<file path="config.mk">
export PLATFORM = sky130hd
export DESIGN_NAME = div16by8_seq
export DESIGN_NICKNAME = d
export VERILOG_FILES = /design/src/rtl/div16by8_seq_pkg.sv /design/src/rtl/subNbit.sv /design/src/rtl/div16by8_seq.sv
export SDC_FILE = /design/constraint.sdc
export NUM_CORES = 1
export LEC_CHECK = 0
export BUFFER_PORTS_ARGS = -buffer_cell sky130_fd_sc_hd__clkbuf_2
export CORE_ASPECT_RATIO = 1.25
export CORE_MARGIN = 4
export CORE_UTILIZATION = 52
export DETAILED_ROUTE_END_ITERATION = 10
export GPL_TIMING_DRIVEN = 0
export PLACE_DENSITY = 0.84
export SYNTH_ARGS = -nofsm -noshare
export SYNTH_HDL_FRONTEND = slang
export SYNTH_HIERARCHICAL = 1
export SYNTH_SLANG_ARGS = --single-unit
export TNS_END_PERCENT = 5
</file>
<file path="constraint.sdc">
create_clock -name clk -period 6.1 [get_ports clk]
set_input_delay 0.305 -clock clk [delete_from_list [all_inputs] [get_ports clk]]
set_output_delay 0.305 -clock clk [all_outputs]
set_load 0.02 [all_outputs]
</file>
<file path="src/rtl/div16by8_seq_pkg.sv">
// Shared definitions for the sequential divider: default widths and FSM state encoding.
package div16by8_seq_pkg;

  localparam int unsigned DefN = 16;  // dividend / quotient width
  localparam int unsigned DefM = 8;   // divisor / remainder width

  typedef enum logic [1:0] {
    StIdle = 2'd0,
    StRun  = 2'd1,
    StDone = 2'd2
  } state_e;

endpackage

</file>
<file path="src/rtl/subNbit.sv">
// Ripple-carry subtractor: i_a - i_b computed as i_a + ~i_b + 1; borrow is the inverted carry out.
module subNbit #(
  parameter int unsigned W = 9
) (
  input  logic [W-1:0] i_a,
  input  logic [W-1:0] i_b,
  output logic [W-1:0] o_diff,
  output logic         o_borrow
);

  // Bit-serial ripple through the full adders, LSB first.
  always_comb begin
    logic w_c;
    w_c    = 1'b1;
    o_diff = '0;
    for (int i = 0; i < W; i++) begin
      o_diff[i] = i_a[i] ^ ~i_b[i] ^ w_c;
      w_c       = (i_a[i] & ~i_b[i]) | (w_c & (i_a[i] ^ ~i_b[i]));
    end
    o_borrow = ~w_c;
  end

endmodule

</file>
<file path="src/rtl/div16by8_seq.sv">
// Sequential restoring divider: one quotient bit per cycle, MSB first, N cycles per division.
module div16by8_seq
  import div16by8_seq_pkg::*;
#(
  parameter int unsigned N = DefN,
  parameter int unsigned M = DefM
) (
  input  logic         clk,
  input  logic         rst,
  input  logic         start,
  input  logic [N-1:0] a,
  input  logic [M-1:0] b,
  output logic         busy,
  output logic         done,
  output logic [N-1:0] q,
  output logic [M-1:0] r,
  output logic         dbz
);

  localparam int unsigned CntW = $clog2(N + 1);

  state_e          r_state, w_state_d;
  logic [N-1:0]    r_q, w_q_d;       // dividend bits shift out the top, quotient bits in the bottom
  logic [M-1:0]    r_rem, w_rem_d;   // partial remainder
  logic [M-1:0]    r_b, w_b_d;       // captured divisor
  logic [CntW-1:0] r_cnt, w_cnt_d;
  logic            r_dbz, w_dbz_d;

  logic [M:0]      w_diff;
  logic            w_borrow;
  logic            w_fits;

  subNbit #(
    .W(M + 1)
  ) u_sub (
    .i_a     ({r_rem, r_q[N-1]}),
    .i_b     ({1'b0, r_b}),
    .o_diff  (w_diff),
    .o_borrow(w_borrow)
  );

  // A non-negative trial is always below b, so its top bit is zero; either flag marks a failed trial.
  assign w_fits = ~w_borrow & ~w_diff[M];

  // State register.
  always_ff @(posedge clk or negedge rst) begin
    if (!rst) begin
      r_state <= StIdle;
    end else begin
      r_state <= w_state_d;
    end
  end

  // Next-state and datapath next values.
  always_comb begin
    w_state_d = r_state;
    w_q_d     = r_q;
    w_rem_d   = r_rem;
    w_b_d     = r_b;
    w_cnt_d   = r_cnt;
    w_dbz_d   = r_dbz;
    case (r_state)
      StIdle: begin
        if (start) begin
          if (b != '0) begin
            w_q_d     = a;
            w_rem_d   = '0;
            w_b_d     = b;
            w_cnt_d   = '0;
            w_dbz_d   = 1'b0;
            w_state_d = StRun;
          end else begin
            w_q_d     = '1;
            w_rem_d   = '0;
            w_dbz_d   = 1'b1;
            w_state_d = StDone;
          end
        end
      end
      StRun: begin
        w_q_d   = {r_q[N-2:0], w_fits};
        w_rem_d = w_fits ? w_diff[M-1:0] : {r_rem[M-2:0], r_q[N-1]};
        w_cnt_d = r_cnt + CntW'(1);
        if (r_cnt == CntW'(N - 1)) begin
          w_state_d = StDone;
        end
      end
      StDone: begin
        w_state_d = StIdle;
      end
      default: begin
        w_state_d = StIdle;
      end
    endcase
  end

  // Datapath registers.
  always_ff @(posedge clk or negedge rst) begin
    if (!rst) begin
      r_q   <= '0;
      r_rem <= '0;
      r_b   <= '0;
      r_cnt <= '0;
      r_dbz <= 1'b0;
    end else begin
      r_q   <= w_q_d;
      r_rem <= w_rem_d;
      r_b   <= w_b_d;
      r_cnt <= w_cnt_d;
      r_dbz <= w_dbz_d;
    end
  end

  assign busy = (r_state == StRun);
  assign done = (r_state == StDone);
  assign q    = r_q;
  assign r    = r_rem;
  assign dbz  = r_dbz;

endmodule

</file>
==> results.json <==
{
  "cts.sinks": 40,
  "reg2reg_depth": 14,
  "synth_edf_count": 0,
  "cellPowerDensity_mw_per_mm2": 510,
  "vias": 1688,
  "p_switching_w": 0.000559,
  "reg2reg_to": "r[4]$_DFFE_PN0P_",
  "status": "finished clean",
  "cts.path.max_buffers": 2,
  "synth_area_per_cell_um2": 10.6,
  "finish.utilization_pct": 65.8,
  "cts-root-buf": "clkbuf_8",
  "cts_buffers": 5,
  "antenna_cells": 0,
  "synth-seq-cells": 40,
  "synth_xor_area_share_pct": 0.416,
  "core_area_mm2": 0.00385,
  "setup_viol_count_final": 0,
  "ant_nets": 0,
  "max_cap_violations": 0,
  "ctsHtreeMaxLevel": 2,
  "yosysTopAreaCellShare_pct": 47.5,
  "grtUsageTotal_pct": 20.8,
  "synth_cell_types": 31,
  "first_pass_iters": 4,
  "cts_hold_buf": 0,
  "grt_pass1_wl_um": 8270,
  "placedCellCount": 306,
  "drv_slew": 0,
  "timing_worst_setup_path_type": "register to register",
  "tns_ns": 0,
  "cts.repair.resized": 0,
  "min_path_type": "input pin to async pin",
  "grt_max_degree": 41,
  "core.rowCount": 25,
  "grt-ovfl-total": 0,
  "pwr-share-seq_pct": 37.3,
  "ys_warn_count": 6,
  "async_reset_ff_share_pct": 100,
  "synth_fp_nets": 237,
  "design.die.area_mm2": 0.00514,
  "finalCritPeriodShare_pct": 85.6,
  "clock_latency_ns": 0.30,
  "tightest_slew_ns": 1.00,
  "die_h_um": 79.2,
  "portBuffers": 53,
  "slew_headroom_pct": 33.3,
  "wl_um": 4860,
  "synth_top_family_by_area": "compound AO/OA/AOI/OAI gates",
  "yosys-top-cells-area": "dfrtp_1, fa_1, o21ai_0",
  "r2r_start": "q[15]$_DFFE_PN0P_",
  "synth_ff_type": "dfrtp_1",
  "setup.worst_path.end": "r[4]$_DFFE_PN0P_",
  "final_cells": 314,
  "grt_pass1_vias": 1763,
  "postCtsSetupRepairBufs": 0,
  "vias_per_cell": 5.38,
  "yosysSeqAreaShare_pct": 47.5,
  "end_kind": "register",
  "path_clk_slew_ns": 0.09,
  "die_w_um": 64.9,
  "post-dp-hpwl_um": 3630,
  "r2r_slack_ns": 0.88,
  "clockPowerShare_pct": 14.1,
  "irDropWorstVdd_uv": 216,
  "yosysTopAreaCell": "dfrtp_1",
  "cp_max_fo": 9,
  "muxShareOfSynthArea_pct": 9.86,
  "crit_required_ns": 6.26,
  "avgRoutedWirePerCell_um": 15.5,
  "syn_inst": 199,
  "p_leak_nw": 1.19,
  "comb_power_share_pct": 48.6,
  "antenna_found_initial": 0,
  "synth_compound_area_share_pct": 18.6,
  "fmax_mhz": 192,
  "synth_most_common_cell": "dfrtp_1",
  "sw_frac_of_total_pct": 43.3,
  "n_fill_cell": 325,
  "startpoint": "q[15]$_DFFE_PN0P_",
  "syn_area_mm2": 0.00211,
  "final.min_clock_period_ns": 5.22,
  "yosys-top-cells-count": "dfrtp_1, o21ai_0, inv_1, a22oi_1",
  "crit_arrival_ns": 5.39,
  "p_int_w": 0.000733,
  "final.setup_skew_ns": 0.00960,
  "synthToLayoutAreaGrowth_pct": 20.2,
  "drive_above_1_share_pct": 30.8,
  "final_hold_viol_count": 0,
  "start_kind": "register",
  "ios": 54,
  "yosys.area_share.simple_pct": 7.42,
  "yosys.area_share.adder_pct": 9.38,
  "place_congestion": 0.784,
  "cts_tree": "yes",
  "rsz0062_at_grt": "no",
  "route.detailed.drc": 0,
  "nets": 297,
  "drtIter0Drc": 132,
  "start_util_pct": 54.8
}
==> placed cells by master, fill, tap and decap left out, drive strengths merged, types with 3 or more instances in the layout <==
master and n:
a21oi 16, a22oi 16, buf 5, clkbuf 63, dfrtp 40, fa 8, ha 3, inv 23
mux2 9, mux2i 8, nand2 15, nor2 4, o21ai 26
==> metrics by stage <==
step	hold WS (ns)	cell area (um^2)	power, W	setup WS, ns
detailed placement	0.484	2440	0.00112	0.912
floorplan	0.00941	2110	0.000916	1.23
finish	0.159	2530	0.00129	0.879
global placement	0.470	2440	0.00108	0.925
global route	0.237	2530	0.00140	0.583
CTS	0.176	2530	0.00130	0.871
==> metal layers <==
metal  up-vias  track usage (%)  wire [um]
li1        807                -          -
met1       815             27.3       2030
met2        57             33.2       2430
met3         9             5.52        338
met4         0             7.40         62
met5         -                0          0
==> cells by family after synthesis <==
family	Yosys count
adders and majority gates	11
xor gates and xnor gates	1
DFF	40
buffers and inverters	34
AOI/OAI and AO/OA	65
muxes	17
and+or+nand+nor	30
other	1
==> flip-flops by register name, indices dropped and copies added, names as in the netlist <==
name	cells
dbz	1
q	16
r	8
r_b	8
r_cnt	5
r_state	2
==> final cells by class <==
cell class	instances	area (um^2)	area share [%]
flip-flops and latches	40	1000	39.5
multi-input cells	125	966	38.1
repair buffers	53	265	10.5
inverters	24	90.1	3.56
clock buffers	5	68.8	2.72
well taps	54	67.6	2.67
plain buffers	10	50.0	1.98
clock inverters	3	23.8	0.939
==> power groups by stage <==
stage	Combinational (W)	Sequential (W)	Clock, W
global route	0.000703	0.000500	0.000194
floorplan	0.000374	0.000541	0
global placement	0.000596	0.000480	0
detailed placement	0.000632	0.000485	0
CTS	0.000633	0.000482	0.000185
finish	0.000628	0.000482	0.000182
==> worst max-delay path, stage by stage (launching register included) <==
cell and delay, ns:
dfrtp_1 0.40, inv_1 0.06, ha_1 0.21, fa_1 0.40
fa_1 0.40, fa_1 0.40, fa_1 0.39, fa_1 0.41
fa_1 0.40, fa_1 0.39, fa_1 0.49, inv_1 0.04
nor2_1 0.73, mux2i_1 0.26, o21ai_0 0.09
==> worst min-delay path by stage <==
stage | start | endpoint
finish | rst | r_cnt[1]$_DFFE_PN0P_
global route | rst | q[2]$_DFFE_PN0P_
CTS | rst | r_cnt[1]$_DFFE_PN0P_
detailed placement | r_cnt[4]$_DFFE_PN0P_ | r_cnt[4]$_DFFE_PN0P_
global placement | r_cnt[4]$_DFFE_PN0P_ | r_cnt[4]$_DFFE_PN0P_
floorplan | rst | dbz$_DFFE_PN0P_
No activity file was read; power rests on OpenSTA's default activity.
